**config.mk**
```make
export PLATFORM = sky130hd
export DESIGN_NAME = mania_playfield
export DESIGN_NICKNAME = d
export VERILOG_FILES = /design/src/rtl/mania_playfield.sv
export SDC_FILE = /design/constraint.sdc
export NUM_CORES = 1
export LEC_CHECK = 0
export CAP_MARGIN = 20
export CORE_MARGIN = 2
export CORE_UTILIZATION = 55
export CTS_CLUSTER_SIZE = 20
export DETAILED_ROUTE_END_ITERATION = 10
export PLACE_DENSITY_LB_ADDON = 0.05
export REMOVE_ABC_BUFFERS = 1
export SYNTH_ARGS = -nofsm -noshare
export SYNTH_HDL_FRONTEND = slang
export SYNTH_SLANG_ARGS = --single-unit
```
**constraint.sdc**
```tcl
create_clock -name clk -period 10.05 [get_ports clk]
set_clock_uncertainty 0.1 [all_clocks]
set_input_delay 1.005 -clock clk [delete_from_list [all_inputs] [get_ports clk]]
set_output_delay 1.005 -clock clk [all_outputs]
set_load 0.03 [all_outputs]
```
**src/rtl/mania_playfield.sv**
```systemverilog
// Four-lane falling-note playfield: note slots, per-frame scroll, key judging and the
// registered RGB444 pixel for vgac. Define MANIA_COMBO_EN to build the combo counter.
module mania_playfield #(
  parameter int N_NOTES    = 4,
  parameter int SPEED      = 4,
  parameter int JUDGE_ROW  = 420,
  parameter int HIT_WINDOW = 16,
  parameter int NOTE_H     = 12,
  parameter int LANE_X0    = 240,
  parameter int LANE_W     = 40
) (
  input  logic        clk,
  input  logic        rst,
  input  logic [8:0]  row_addr,
  input  logic [9:0]  col_addr,
  input  logic        rdn,
  input  logic [3:0]  key,
  input  logic        spawn_valid,
  input  logic [1:0]  spawn_lane,
  output logic        spawn_ready,
  output logic [11:0] d_in,
  output logic [3:0]  hit_pulse,
  output logic [3:0]  miss_pulse,
  output logic [15:0] score,
  output logic [9:0]  combo
);

  localparam int SW = (N_NOTES > 1) ? $clog2(N_NOTES) : 1;
  localparam logic [10:0] WIN_LO  = 11'(JUDGE_ROW - HIT_WINDOW);
  localparam logic [10:0] WIN_HI  = 11'(JUDGE_ROW + HIT_WINDOW);
  localparam logic [10:0] HALF_H  = 11'(NOTE_H / 2);
  localparam logic [10:0] JUDGE_V = 11'(JUDGE_ROW);
  localparam logic [9:0]  SPEED_V = 10'(SPEED);

  logic [N_NOTES-1:0] valid_r [4];
  logic [9:0]         y_r     [4][N_NOTES];
  logic [N_NOTES-1:0] valid_n_s [4];
  logic [9:0]         y_n_s     [4][N_NOTES];

  logic [8:0]  row_q_r;
  logic        update_r;
  logic        ready_en_r;
  logic [3:0]  key_q_r;
  logic [3:0]  pending_r;
  logic [11:0] d_in_r;
  logic [3:0]  hit_r;
  logic [3:0]  miss_r;
  logic [15:0] score_r;

  logic        frame_start_s;
  logic [3:0]  rise_s;
  logic [3:0]  lane_free_s;
  logic [3:0]  pend_n_s;
  logic [3:0]  hit_n_s;
  logic [3:0]  miss_n_s;
  logic [9:0]  ny_s;
  logic        found_s;
  logic [SW-1:0] best_s;
  logic [SW-1:0] spawn_slot_s;
  logic [16:0] score_sum_s;
  logic [15:0] score_n_s;
  logic [11:0] pix_s;
  logic        in_lane_s;
  logic        note_px_s;
  logic        key_px_s;
  logic        edge_px_s;
  logic [10:0] row_ext_s;
  logic [10:0] col_ext_s;

  assign frame_start_s = (row_addr == 9'd0) && (row_q_r != 9'd0);
  assign rise_s        = key & ~key_q_r;
  always_comb begin
    for (int k = 0; k < 4; k++) lane_free_s[k] = ~&valid_r[k];
  end
  assign spawn_ready = ready_en_r & lane_free_s[spawn_lane] & ~update_r;

  assign d_in       = d_in_r;
  assign hit_pulse  = hit_r;
  assign miss_pulse = miss_r;
  assign score      = score_r;

  // Slot next state: scroll on update cycles, otherwise judge pending keys; spawn uses pre-hit free slots.
  always_comb begin
    valid_n_s    = valid_r;
    y_n_s        = y_r;
    pend_n_s     = pending_r | rise_s;
    hit_n_s      = 4'b0000;
    miss_n_s     = 4'b0000;
    ny_s         = 10'd0;
    found_s      = 1'b0;
    best_s       = '0;
    spawn_slot_s = '0;
    if (update_r) begin
      for (int k = 0; k < 4; k++) begin
        for (int s = 0; s < N_NOTES; s++) begin
          ny_s = y_r[k][s] + SPEED_V;
          if (valid_r[k][s] && ({1'b0, ny_s} > WIN_HI)) begin
            valid_n_s[k][s] = 1'b0;
            miss_n_s[k]     = 1'b1;
          end else if (valid_r[k][s]) begin
            y_n_s[k][s] = ny_s;
          end else begin
            y_n_s[k][s] = y_r[k][s];
          end
        end
      end
    end else begin
      for (int k = 0; k < 4; k++) begin
        found_s = 1'b0;
        best_s  = '0;
        for (int s = 0; s < N_NOTES; s++) begin
          if (valid_r[k][s] && ({1'b0, y_r[k][s]} >= WIN_LO) && ({1'b0, y_r[k][s]} <= WIN_HI)
              && (!found_s || (y_r[k][s] > y_r[k][best_s]))) begin
            found_s = 1'b1;
            best_s  = SW'(s);
          end else begin
            found_s = found_s;
          end
        end
        if (pend_n_s[k]) begin
          pend_n_s[k] = 1'b0;
          if (found_s) begin
            valid_n_s[k][best_s] = 1'b0;
            hit_n_s[k]           = 1'b1;
          end else begin
            hit_n_s[k] = 1'b0;
          end
        end else begin
          hit_n_s[k] = 1'b0;
        end
      end
    end
    for (int s = N_NOTES - 1; s >= 0; s--) begin
      if (!valid_r[spawn_lane][s]) spawn_slot_s = SW'(s);
      else spawn_slot_s = spawn_slot_s;
    end
    if (spawn_valid && spawn_ready) begin
      valid_n_s[spawn_lane][spawn_slot_s] = 1'b1;
      y_n_s[spawn_lane][spawn_slot_s]     = 10'd0;
    end else begin
      spawn_slot_s = spawn_slot_s;
    end
    score_sum_s = {1'b0, score_r} + 17'($countones(hit_n_s));
    if (score_sum_s[16]) score_n_s = 16'hFFFF;
    else score_n_s = score_sum_s[15:0];
  end

  // Pixel colour for the current row/column, in priority order.
  always_comb begin
    pix_s     = 12'h223;
    in_lane_s = 1'b0;
    note_px_s = 1'b0;
    key_px_s  = 1'b0;
    edge_px_s = 1'b0;
    row_ext_s = {2'b00, row_addr};
    col_ext_s = {1'b0, col_addr};
    for (int k = 0; k < 4; k++) begin
      if ((col_ext_s >= 11'(LANE_X0 + k * LANE_W)) && (col_ext_s < 11'(LANE_X0 + (k + 1) * LANE_W))) begin
        in_lane_s = 1'b1;
        key_px_s  = key[k];
        for (int s = 0; s < N_NOTES; s++) begin
          if (valid_r[k][s] && (row_ext_s + HALF_H > {1'b0, y_r[k][s]})
              && ({1'b0, y_r[k][s]} + HALF_H > row_ext_s)) note_px_s = 1'b1;
          else note_px_s = note_px_s;
        end
      end else begin
        in_lane_s = in_lane_s;
      end
    end
    for (int k = 0; k <= 4; k++) begin
      if (col_ext_s == 11'(LANE_X0 + k * LANE_W)) edge_px_s = 1'b1;
      else edge_px_s = edge_px_s;
    end
    if (rdn) pix_s = 12'h000;
    else if (note_px_s) pix_s = 12'hF80;
    else if (in_lane_s && (row_ext_s == JUDGE_V)) pix_s = 12'hFFF;
    else if (key_px_s) pix_s = 12'h446;
    else if (edge_px_s) pix_s = 12'h888;
    else pix_s = 12'h223;
  end

  // State, pulse and pixel registers.
  always_ff @(posedge clk or posedge rst) begin
    if (rst) begin
      for (int k = 0; k < 4; k++) begin
        valid_r[k] <= '0;
        for (int s = 0; s < N_NOTES; s++) y_r[k][s] <= 10'd0;
      end
      row_q_r    <= 9'd0;
      update_r   <= 1'b0;
      ready_en_r <= 1'b0;
      key_q_r    <= 4'b0000;
      pending_r  <= 4'b0000;
      d_in_r     <= 12'h000;
      hit_r      <= 4'b0000;
      miss_r     <= 4'b0000;
      score_r    <= 16'd0;
    end else begin
      valid_r    <= valid_n_s;
      y_r        <= y_n_s;
      row_q_r    <= row_addr;
      update_r   <= frame_start_s;
      ready_en_r <= 1'b1;
      key_q_r    <= key;
      pending_r  <= pend_n_s;
      d_in_r     <= pix_s;
      hit_r      <= hit_n_s;
      miss_r     <= miss_n_s;
      score_r    <= score_n_s;
    end
  end

`ifdef MANIA_COMBO_EN
  logic [9:0]  combo_r;
  logic [10:0] combo_sum_s;
  logic [9:0]  combo_n_s;

  // Combo grows per hit, saturates, and any miss in the cycle wins.
  always_comb begin
    combo_sum_s = {1'b0, combo_r} + 11'($countones(hit_n_s));
    if (miss_n_s != 4'b0000) combo_n_s = 10'd0;
    else if (combo_sum_s > 11'd1023) combo_n_s = 10'd1023;
    else combo_n_s = combo_sum_s[9:0];
  end

  // Combo register.
  always_ff @(posedge clk or posedge rst) begin
    if (rst) combo_r <= 10'd0;
    else combo_r <= combo_n_s;
  end

  assign combo = combo_r;
`else
  assign combo = 10'd0;
`endif

endmodule

```
Word-level counts from Yosys, hierarchy flattened
Cells that the tools add are included.
- bits in registers: 231
- input port bits: 29
- output and inout bits: 47
- logic and storage cells: 608
- add/sub/neg operators: 37
- order comparisons: 124
- eq/ne operators: 6
- multiplexer cells: 244
- bitwise gates (word level): 28
- reductions and logical operators: 140
- operator list (cell ; number):
    10-bit 2-to-1 mux ; 57
    160-bit 2-to-1 mux ; 2
    10-bit binary-select mux with 2-bit select ; 12
    10-bit by 9-bit greater-or-equal comparator with 1-bit output (second input constant) ; 19
    10-bit by 3-bit adder with 11-bit output (second input constant) ; 16
    11-bit by 9-bit > comparator with 1-bit output ; 16
    11-bit by 10-bit > comparator with 1-bit output ; 15
    10-bit by 3-bit adder with 10-bit output (second input constant) ; 16
    160-bit bitwise AND ; 1
    10-bit by 9-bit > comparator with 1-bit output (second input constant) ; 16
    10-bit by 9-bit less-or-equal comparator with 1-bit output (second input constant) ; 16
    160-bit inverter ; 1
    10-bit > comparator ; 13
    1-bit 2-to-1 mux ; 111
    1-bit logical AND ; 106
    40-bit demux with 2-bit select ; 1
    12-bit 2-to-1 mux ; 5
    2-bit 2-to-1 mux ; 29
    4-bit 2-to-1 mux ; 14
    16-bit 2-to-1 mux ; 3
    10-bit by 9-bit == test with 1-bit output (second input constant) ; 4
    10-bit by 9-bit < comparator with 1-bit output (second input constant) ; 4
    40-bit 2-to-1 mux ; 1
    3-bit greater-or-equal comparator (second input constant) ; 11
    27 further kinds ; 90

Logic depth before layout (Yosys ltp)
Gate-level depths: netlist (run 1).
- depth after elaboration: 39
- depth in mapped cells: 29
- gate-level depth less buffers: 27

Least setup slack after synthesis (run 1)
No wires, ideal clock.
- kind: register to register
- from: register y_r[113] in the netlist's numbering
- to: register valid_r[9] in the netlist's numbering
- setup time: 0.120 ns
- arrival time: 5.783 ns
- required time: 9.830 ns
- setup slack: 4.047 ns
- stages on the path, launching flop included: 27
- buffers on the path: 3
- clock period less this slack: 6.003 ns
- path through: dfrtp_1 -> clkbuf_1 -> inv_1 -> ha_1 -> mux2i_1 -> a2111o_1 -> o21ba_2 -> o21ai_1 -> buf_2 -> mux2i_1 -> ha_1 -> a21o_1 -> a21oi_1 -> o221ai_1 -> a221o_1 -> a32oi_1 -> clkbuf_1 -> o21ai_0 -> ha_1 -> nor2b_1 -> o21a_1 -> o21a_1 -> o21a_1 -> o311ai_0 -> and3_1 -> nand3b_1 -> a31o_2
- RTL lines (element ; line ; RTL):
    start, declared ; 36 ; logic [9:0] y_r [4][N_NOTES];
    start signal, assigned ; 200 ; y_r <= y_n_s;
    end signal, assigned ; 199 ; valid_r <= valid_n_s;
    end, declared ; 35 ; logic [N_NOTES-1:0] valid_r [4];

==> results of run 1 <==
==> cells in the mapped netlist, drive strengths merged (49+ instances only) <==
master,number,area share (%)
inv,229,3.3
nand3,111,2.2
o21ai,144,2.8
clkbuf,78,1.1
nor2,301,4.4
a21oi,196,3.8
dfrtp,228,22
xnor2,195,6.6
nand4,89,2.2
nand2,233,3.4
nor3,79,1.5
a21o,49,1.4
ha,506,25
==> metal layers <==
metal  vias to the layer above  wire length, um
met4                        12             3440
li1                      11300                -
met5                         -               78
met2                       924            38700
met3                       225             6770
met1                     11500            37100
==> report_power, final <==
group / switching, uW / leakage, uW / internal (uW)
Sequential: 860 / 0.00271 / 1250
Combinational: 3060 / 0.00961 / 2280
Clock: 454 / 0.000500 / 693
==> critical path, stage by stage (launching register included) <==
cell	delay (ps)
sky130_fd_sc_hd__dfrtp_1	470
sky130_fd_sc_hd__inv_1	220
sky130_fd_sc_hd__ha_1	270
sky130_fd_sc_hd__nand2b_1	70
sky130_fd_sc_hd__o211ai_1	80
sky130_fd_sc_hd__a2111oi_0	860
sky130_fd_sc_hd__a21boi_0	330
sky130_fd_sc_hd__nand2_1	510
sky130_fd_sc_hd__mux2i_1	390
sky130_fd_sc_hd__ha_1	310
sky130_fd_sc_hd__a21o_1	160
sky130_fd_sc_hd__a21oi_1	140
sky130_fd_sc_hd__o221ai_1	130
sky130_fd_sc_hd__a221oi_1	300
sky130_fd_sc_hd__a2bb2oi_1	860
sky130_fd_sc_hd__and2_1	280
sky130_fd_sc_hd__nand2_1	80
sky130_fd_sc_hd__ha_1	310
sky130_fd_sc_hd__nand4_1	140
sky130_fd_sc_hd__nor2_1	170
sky130_fd_sc_hd__o21ai_0	100
sky130_fd_sc_hd__nand3b_1	90
sky130_fd_sc_hd__o21ai_0	110
sky130_fd_sc_hd__a211o_1	310
sky130_fd_sc_hd__a31o_2	240
==> registers in the layout, indices dropped and copies added, names as in the netlist, 9 cells and up <==
name and cells:
d_in 9, row_q_r 9, score 16, valid_r 16, y_r 160
==> worst paths after layout <==
kind | end | slack, ps | cells past startpoint
max | valid_r[7] | 2910 | 24
min | pending_r[1] | 390 | 2
max reg2reg | valid_r[7] | 2910 | 24
min reg2reg | pending_r[1] | 390 | 2
max in group asynchronous | y_r[150] | 6750 | 4
min in group asynchronous | y_r[54] | 800 | 2
==> layout make-up <==
type                            instances  area share, %
Tap cell                              607           2.71
Sequential cell                       228           20.4
Clock buffer                           41           3.05
Multi-Input combinational cell       2535           66.9
Clock inverter                         12          0.630
Timing Repair Buffer                   96           3.16
Inverter                              234           3.16
==> metrics by stage <==
stage	instance area [um^2]	util [%]	setup WS, ps
5_1_grt	28000	60.4	2300
6_report	28000	60.4	2910
2_1_floorplan	25300	-	2700
3_5_place_dp	27000	58.1	2970
3_3_place_gp	27000	58.1	3050
4_1_cts	28000	60.4	2910
==> kinds of logic after synthesis <==
kind of cell	after synthesis	share of synthesized area, %
AOI/OAI and AO/OA	679	17.4
xor gates and xnor gates	201	6.84
adders and majority gates	512	25.0
buffers and inverters	343	5.34
DFF	228	22.2
muxes	62	2.68
other	2	0.0292
and+or+nand+nor	1070	20.6
==> out/qor.tcl, run 1 <==
set qor(postSynthRegisterBits) 228
set qor(globalRoute.busiestLayer) {met2}
set qor(post_synth.cell_area_avg_um2) 8.31
set qor(outcome) {finished, final reports clean}
set qor(critical_path_class) {reg2reg}
set qor(drt_wl_total_um) 86000
set qor(leakage_uw) 0.0128
set qor(drt-initial-drc-count) 2141
set qor(grt_util_met3_pct) 6.74
set qor(finalNetCount) 3663
set qor(rows) 79
set qor(met1_usage_pct) 46.3
set qor(worstMarginPinSlew_ps) 1100
set qor(clock_root_buffer) {sky130_fd_sc_hd__clkbuf_16}
set qor(cp_max_fo) 16
set qor(max-clock-path-buffers) 3
set qor(critical_path.startpoint) {y_r[72]}
set qor(fin_total_pwr_uw) 8600
set qor(first_pass_grt_wire_length_um) 132000
set qor(number_of_instances_in_the_placed_design) 3698
set qor(post_cts_resize_count) 0
set qor(synthesis.area_um2) 25700
set qor(numPortBuffers) 65
set qor(synth-edff-count) 0
set qor(cts_htree_levels) 1
set qor(cts-hold-fix-buffers) 0
set qor(final_common_cell) {sky130_fd_sc_hd__ha_1}
set qor(clock_latency_ps) 600
set qor(clock_pin_slew_reported_for_the_worst_setup_and_hold_paths_after_clock_tree_synthesis_ps) 60
set qor(hold_slack_ps) 390
set qor(mostFrequentLayoutCells) {sky130_fd_sc_hd__ha_1 (506), sky130_fd_sc_hd__nor2_1 (300), sky130_fd_sc_hd__nand2_1 (232), sky130_fd_sc_hd__dfrtp_1 (228), sky130_fd_sc_hd__inv_1 (226)}
set qor(detail_route.first_pass.iterations) 7
set qor(antenna_cells) 0
set qor(cts_post_setup_buffers_inserted) 0
set qor(global_route.usage.total_pct) 35.0
set qor(vdd.ir_drop.worst_mv) 0.190
set qor(ys.warnings.count) 0
set qor(grt_overflow_total) 0
set qor(area_taken_by_multi_input_logic_gates_um2) 18700
set qor(remaining_drc_errors) 0
set qor(ys_dominant_reg_cell) {sky130_fd_sc_hd__dfrtp_1}
set qor(number_of_distinct_library_cells_after_synthesis) 92
set qor(layout-drive-gt1-share_pct) 4.39
set qor(fp.dieW_um) 220
set qor(max_freq_ghz) 0.140
set qor(tritoncts_num_sinks) 228
set qor(post_synth_inst_count) 3097
set qor(power_density_nw_per_um2) 307
set qor(grt_antenna_before_repair) 5
set qor(start_util_pct) 55.5
set qor(synth_to_final_area_change_pct) 8.83
set qor(die-height_um) 220
set qor(wl_per_cell_um) 22.9
set qor(die_area_um2) 48500
set qor(finalNonFillerCells) 3753
set qor(slew-limit-headroom_pct) 26.7
set qor(grt_start_max_net_pins) 117
set qor(tritoncts_clock_tree) {done}
set qor(async_reset_ff_share_pct) 100
set qor(place_congestion) 0.945
set qor(design.portCount) 76
set qor(timing.critical_path.arrival_ps) 7520
set qor(max_cap_viol_count) 0
set qor(register_area_um2) 5710
set qor(setup.worst_path.start_class) {register}
set qor(holdCritPathClass) {reg2reg}
set qor(place.detailed.hpwl_um) 62100
set qor(via_count) 23900
set qor(finalCritPeriodShare_pct) 71.0
set qor(final.fill_count) 4171
set qor(fin_tns_setup_ps) 0
set qor(layout_min_cycle_time_ps) 7140
set qor(met2_usage_pct) 56.5
set qor(synth-seq-area-share_pct) 22.2
set qor(drv_slew) 0
set qor(setup_viol_count_final) 0
set qor(cts_made_buffers) 30
set qor(final-hold-violation-count) 0
set qor(crit-reg2reg-launch) {y_r[72]}
set qor(vias_per_cell) 6.37
set qor(worstPathRequired_ps) 10430
set qor(hold_path_startpoint) {pending_r[1]}
set qor(via_count_of_the_first_global_routing_pass) 22700
set qor(core_area_um2) 46400
set qor(grt_setup_unrepaired) {no}
set qor(drt.antenna.violating_nets) 0
set qor(timing.critical_path.to_type) {register}
Note: power is estimated with default switching activity, not from simulation.
==> inputs of run 2 (changes only) <==
==> constraint.sdc (replaced) <==
create_clock -name clk -period 5.8 [get_ports clk]
set_clock_uncertainty 0.1 [all_clocks]
set_input_delay 0.58 -clock clk [delete_from_list [all_inputs] [get_ports clk]]
set_output_delay 0.58 -clock clk [all_outputs]
set_load 0.03 [all_outputs]
==> out/qor.tcl, run 2 (synthesis results as in run 1) <==
set qor(place_congestion) 0.957 ;# was 0.945
set qor(rows) 79 ;# unchanged
set qor(outcome) {finished, final reports clean} ;# unchanged
set qor(die_area_um2) 48500 ;# unchanged
set qor(fp.dieW_um) 220 ;# unchanged
set qor(finalNonFillerCells) 3877 ;# was 3753
set qor(start_util_pct) 55.5 ;# unchanged
set qor(finalNetCount) 3788 ;# was 3663
set qor(max_reg_flops) 160 ;# unchanged
set qor(place_worst_setup_slack_ps) 17.4 ;# was 2970 ps
set qor(vias_per_cell) 6.34 ;# was 6.37
set qor(seq_power_share_pct) 21.0 ;# was 24.5%
set qor(power.share.combinational_pct) 67.0 ;# was 62.1%
set qor(setup.worst_path.start_class) {register} ;# unchanged
set qor(critical_path_class) {reg2reg} ;# unchanged
set qor(via_count) 24600 ;# was 23900
set qor(max-clock-path-buffers) 3 ;# unchanged
set qor(drt.antenna.violating_nets) 0 ;# unchanged
set qor(finalCritPeriodShare_pct) 95.9 ;# was 71.0%
set qor(cp_max_fo) 10 ;# was 16
set qor(fin_ws_ps) 235 ;# was 2910 ps
set qor(detail_route.first_pass.iterations) 5 ;# was 7
set qor(vdd.ir_drop.worst_mv) 0.374 ;# was 0.190 mV
set qor(p_clk_share_pct) 12.0 ;# was 13.3%
set qor(slew-limit-headroom_pct) 17.6 ;# was 26.7%
set qor(clock_pin_slew_reported_for_the_worst_setup_and_hold_paths_after_clock_tree_synthesis_ps) 60 ;# about the same
set qor(clock_latency_ps) 590 ;# was 600 ps
set qor(power_density_nw_per_um2) 532 ;# was 307 nW/um^2
set qor(timing.critical_path.to_type) {register} ;# unchanged
set qor(holdCritPathClass) {reg2reg} ;# unchanged
set qor(worst_path_max_delay_cell) {sky130_fd_sc_hd__dfrtp_1} ;# was sky130_fd_sc_hd__a2111oi_0
set qor(leakage_uw) 0.0134 ;# was 0.0128 uW
set qor(design.portCount) 76 ;# unchanged
set qor(layout-drive-gt1-share_pct) 8.90 ;# was 4.39%
set qor(worst_path_dominant_cell_family) {compound AO/OA/AOI/OAI gates} ;# unchanged
set qor(cts-hold-fix-buffers) 0 ;# unchanged
set qor(mostFrequentLayoutCells) {sky130_fd_sc_hd__ha_1 (506), sky130_fd_sc_hd__nor2_1 (298), sky130_fd_sc_hd__nand2_1 (231), sky130_fd_sc_hd__inv_1 (225), sky130_fd_sc_hd__dfrtp_1 (225)} ;# was sky130_fd_sc_hd__ha_1 (506), sky130_fd_sc_hd__nor2_1 (300), sky130_fd_sc_hd__nand2_1 (232), sky130_fd_sc_hd__dfrtp_1 (228), sky130_fd_sc_hd__inv_1 (226)
set qor(final-hold-violation-count) 0 ;# unchanged
set qor(setup_viol_count_final) 0 ;# unchanged
set qor(global_route.usage.total_pct) 35.8 ;# was 35.0%
set qor(worstPathRequired_ps) 6150 ;# was 10430 ps
set qor(grt_overflow_total) 0 ;# unchanged
set qor(critical-path-max-stage-delay_ps) 370 ;# was 860 ps
set qor(first_pass_grt_wire_length_um) 135000 ;# was 132000 um
set qor(antenna_cells) 0 ;# unchanged
set qor(grt_start_max_net_pins) 117 ;# unchanged
set qor(worstMarginPinSlew_ps) 1200 ;# was 1100 ps
set qor(max_cap_viol_count) 0 ;# unchanged
set qor(max_freq_ghz) 0.180 ;# was 0.140 GHz
set qor(wl_per_cell_um) 22.5 ;# was 22.9 um
set qor(final_common_cell) {sky130_fd_sc_hd__ha_1} ;# unchanged
set qor(core_area_um2) 46400 ;# unchanged
set qor(tritoncts_clock_tree) {done} ;# unchanged
set qor(crit_path_buffers_inverters) 5 ;# was 1
set qor(remaining_drc_errors) 0 ;# unchanged
set qor(timing.critical_path.arrival_ps) 5920 ;# was 7520 ps
set qor(hold_slack_ps) 394 ;# was 390 ps
set qor(p_sw_share_pct) 50.2 ;# was 50.9%
set qor(cts_htree_levels) 1 ;# unchanged
set qor(cell_internal_power_uw) 7690 ;# was 4220 uW
set qor(drv_slew) 0 ;# unchanged
set qor(p_switching_uw) 7760 ;# was 4370 uW
set qor(grt_antenna_before_repair) 5 ;# unchanged
set qor(layout_min_cycle_time_ps) 5560 ;# was 7140 ps
set qor(clock_root_buffer) {sky130_fd_sc_hd__clkbuf_16} ;# unchanged
set qor(drt-initial-drc-count) 2064 ;# was 2141
set qor(fin_tns_setup_ps) 0 ;# unchanged
set qor(cts_made_buffers) 30 ;# unchanged
set qor(registers.top_by_ff_count) {y_r} ;# unchanged
set qor(drt_wl_total_um) 87400 ;# was 86000 um
set qor(number_of_instances_in_the_placed_design) 3812 ;# was 3698
set qor(synth_to_final_area_change_pct) 12.8 ;# was 8.83%
set qor(via_count_of_the_first_global_routing_pass) 23600 ;# was 22700
set qor(die-height_um) 220 ;# unchanged
set qor(fin_total_pwr_uw) 15500 ;# was 8600 uW
set qor(place.detailed.hpwl_um) 65000 ;# was 62100 um
set qor(tritoncts_num_sinks) 228 ;# unchanged
set qor(numPortBuffers) 65 ;# unchanged
[run 2: cell types whose count changed in the layout (fill, tap and decap cells not counted), moves of 3 or more]
cell | before | now
sky130_fd_sc_hd__mux2i_1 | 46 | 38
sky130_fd_sc_hd__a2111oi_0 | 13 | 10
sky130_fd_sc_hd__clkinv_2 | 3 | 6
sky130_fd_sc_hd__o21ai_1 | 2 | 5
sky130_fd_sc_hd__dfrtp_1 | 228 | 225
sky130_fd_sc_hd__dfrtp_2 | 0 | 3
sky130_fd_sc_hd__buf_4 | 31 | 153
sky130_fd_sc_hd__clkbuf_1 | 6 | 10
sky130_fd_sc_hd__mux2i_2 | 0 | 7
sky130_fd_sc_hd__o21ai_0 | 142 | 137
[run 2: tightest hold or removal path, delay by kind of cell (launching register included)]
kind | cells | cell delay, ps
AO/OA/AOI/OAI | 1 | 50
flip-flops | 1 | 320
AND/OR/NAND/NOR | 1 | 80
[run 2: layer usage]
metal  routed length [um]  vias up  track usage [%]
met4                 3600        8             12.6
met3                 7250      233             6.35
met2                39100      994             57.2
li1                     -    11500                -
met5                   46        -                0
met1                37400    11900             48.5
[run 2: what timing repair did]
| action | in CTS | in global routing |
|---|---|---|
| buffers inserted | 2 | 10 |
| endpoints found under the setup margin | 2 | 16 |
| pin swaps | 0 | 12 |
| resized for setup | 2 | 49 |
[run 2: power by group through the flow]
stage,Sequential [uW],Clock (uW),Combinational (uW)
floorplan,3090,0,6890
global placement,3200,0,9640
detailed placement,3210,0,9970
CTS,3190,1880,10100
global route,3320,1950,11600
finish,3240,1860,10400
[run 2: final timing paths]
kind,start,endpoint,slack [ps],cells past startpoint
max,y_r[23],valid_r[2],240,28
min in group asynchronous,rst,y_r[56],470,2
min,pending_r[3],pending_r[3],390,2
max in group asynchronous,rst,y_r[130],3960,3
max reg2reg,y_r[23],valid_r[2],240,28
min reg2reg,pending_r[3],pending_r[3],390,2
[run 2: layout make-up]
type / instances / area (um^2)
Multi-Input combinational cell: 2535 / 18900
Fill cell: 4106 / 17300
Sequential cell: 228 / 5710
Timing Repair Buffer: 221 / 1840
Inverter: 234 / 888
Clock buffer: 44 / 855
Tap cell: 607 / 759
Clock inverter: 8 / 90.1
[run 2: metrics by stage]
stage          area [um^2]  utilization [%]
6_report             29000             62.6
2_1_floorplan        25300                -
4_1_cts              28800             62.1
3_3_place_gp         27800             60.0
5_1_grt              29000             62.6
3_5_place_dp         27800             60.0
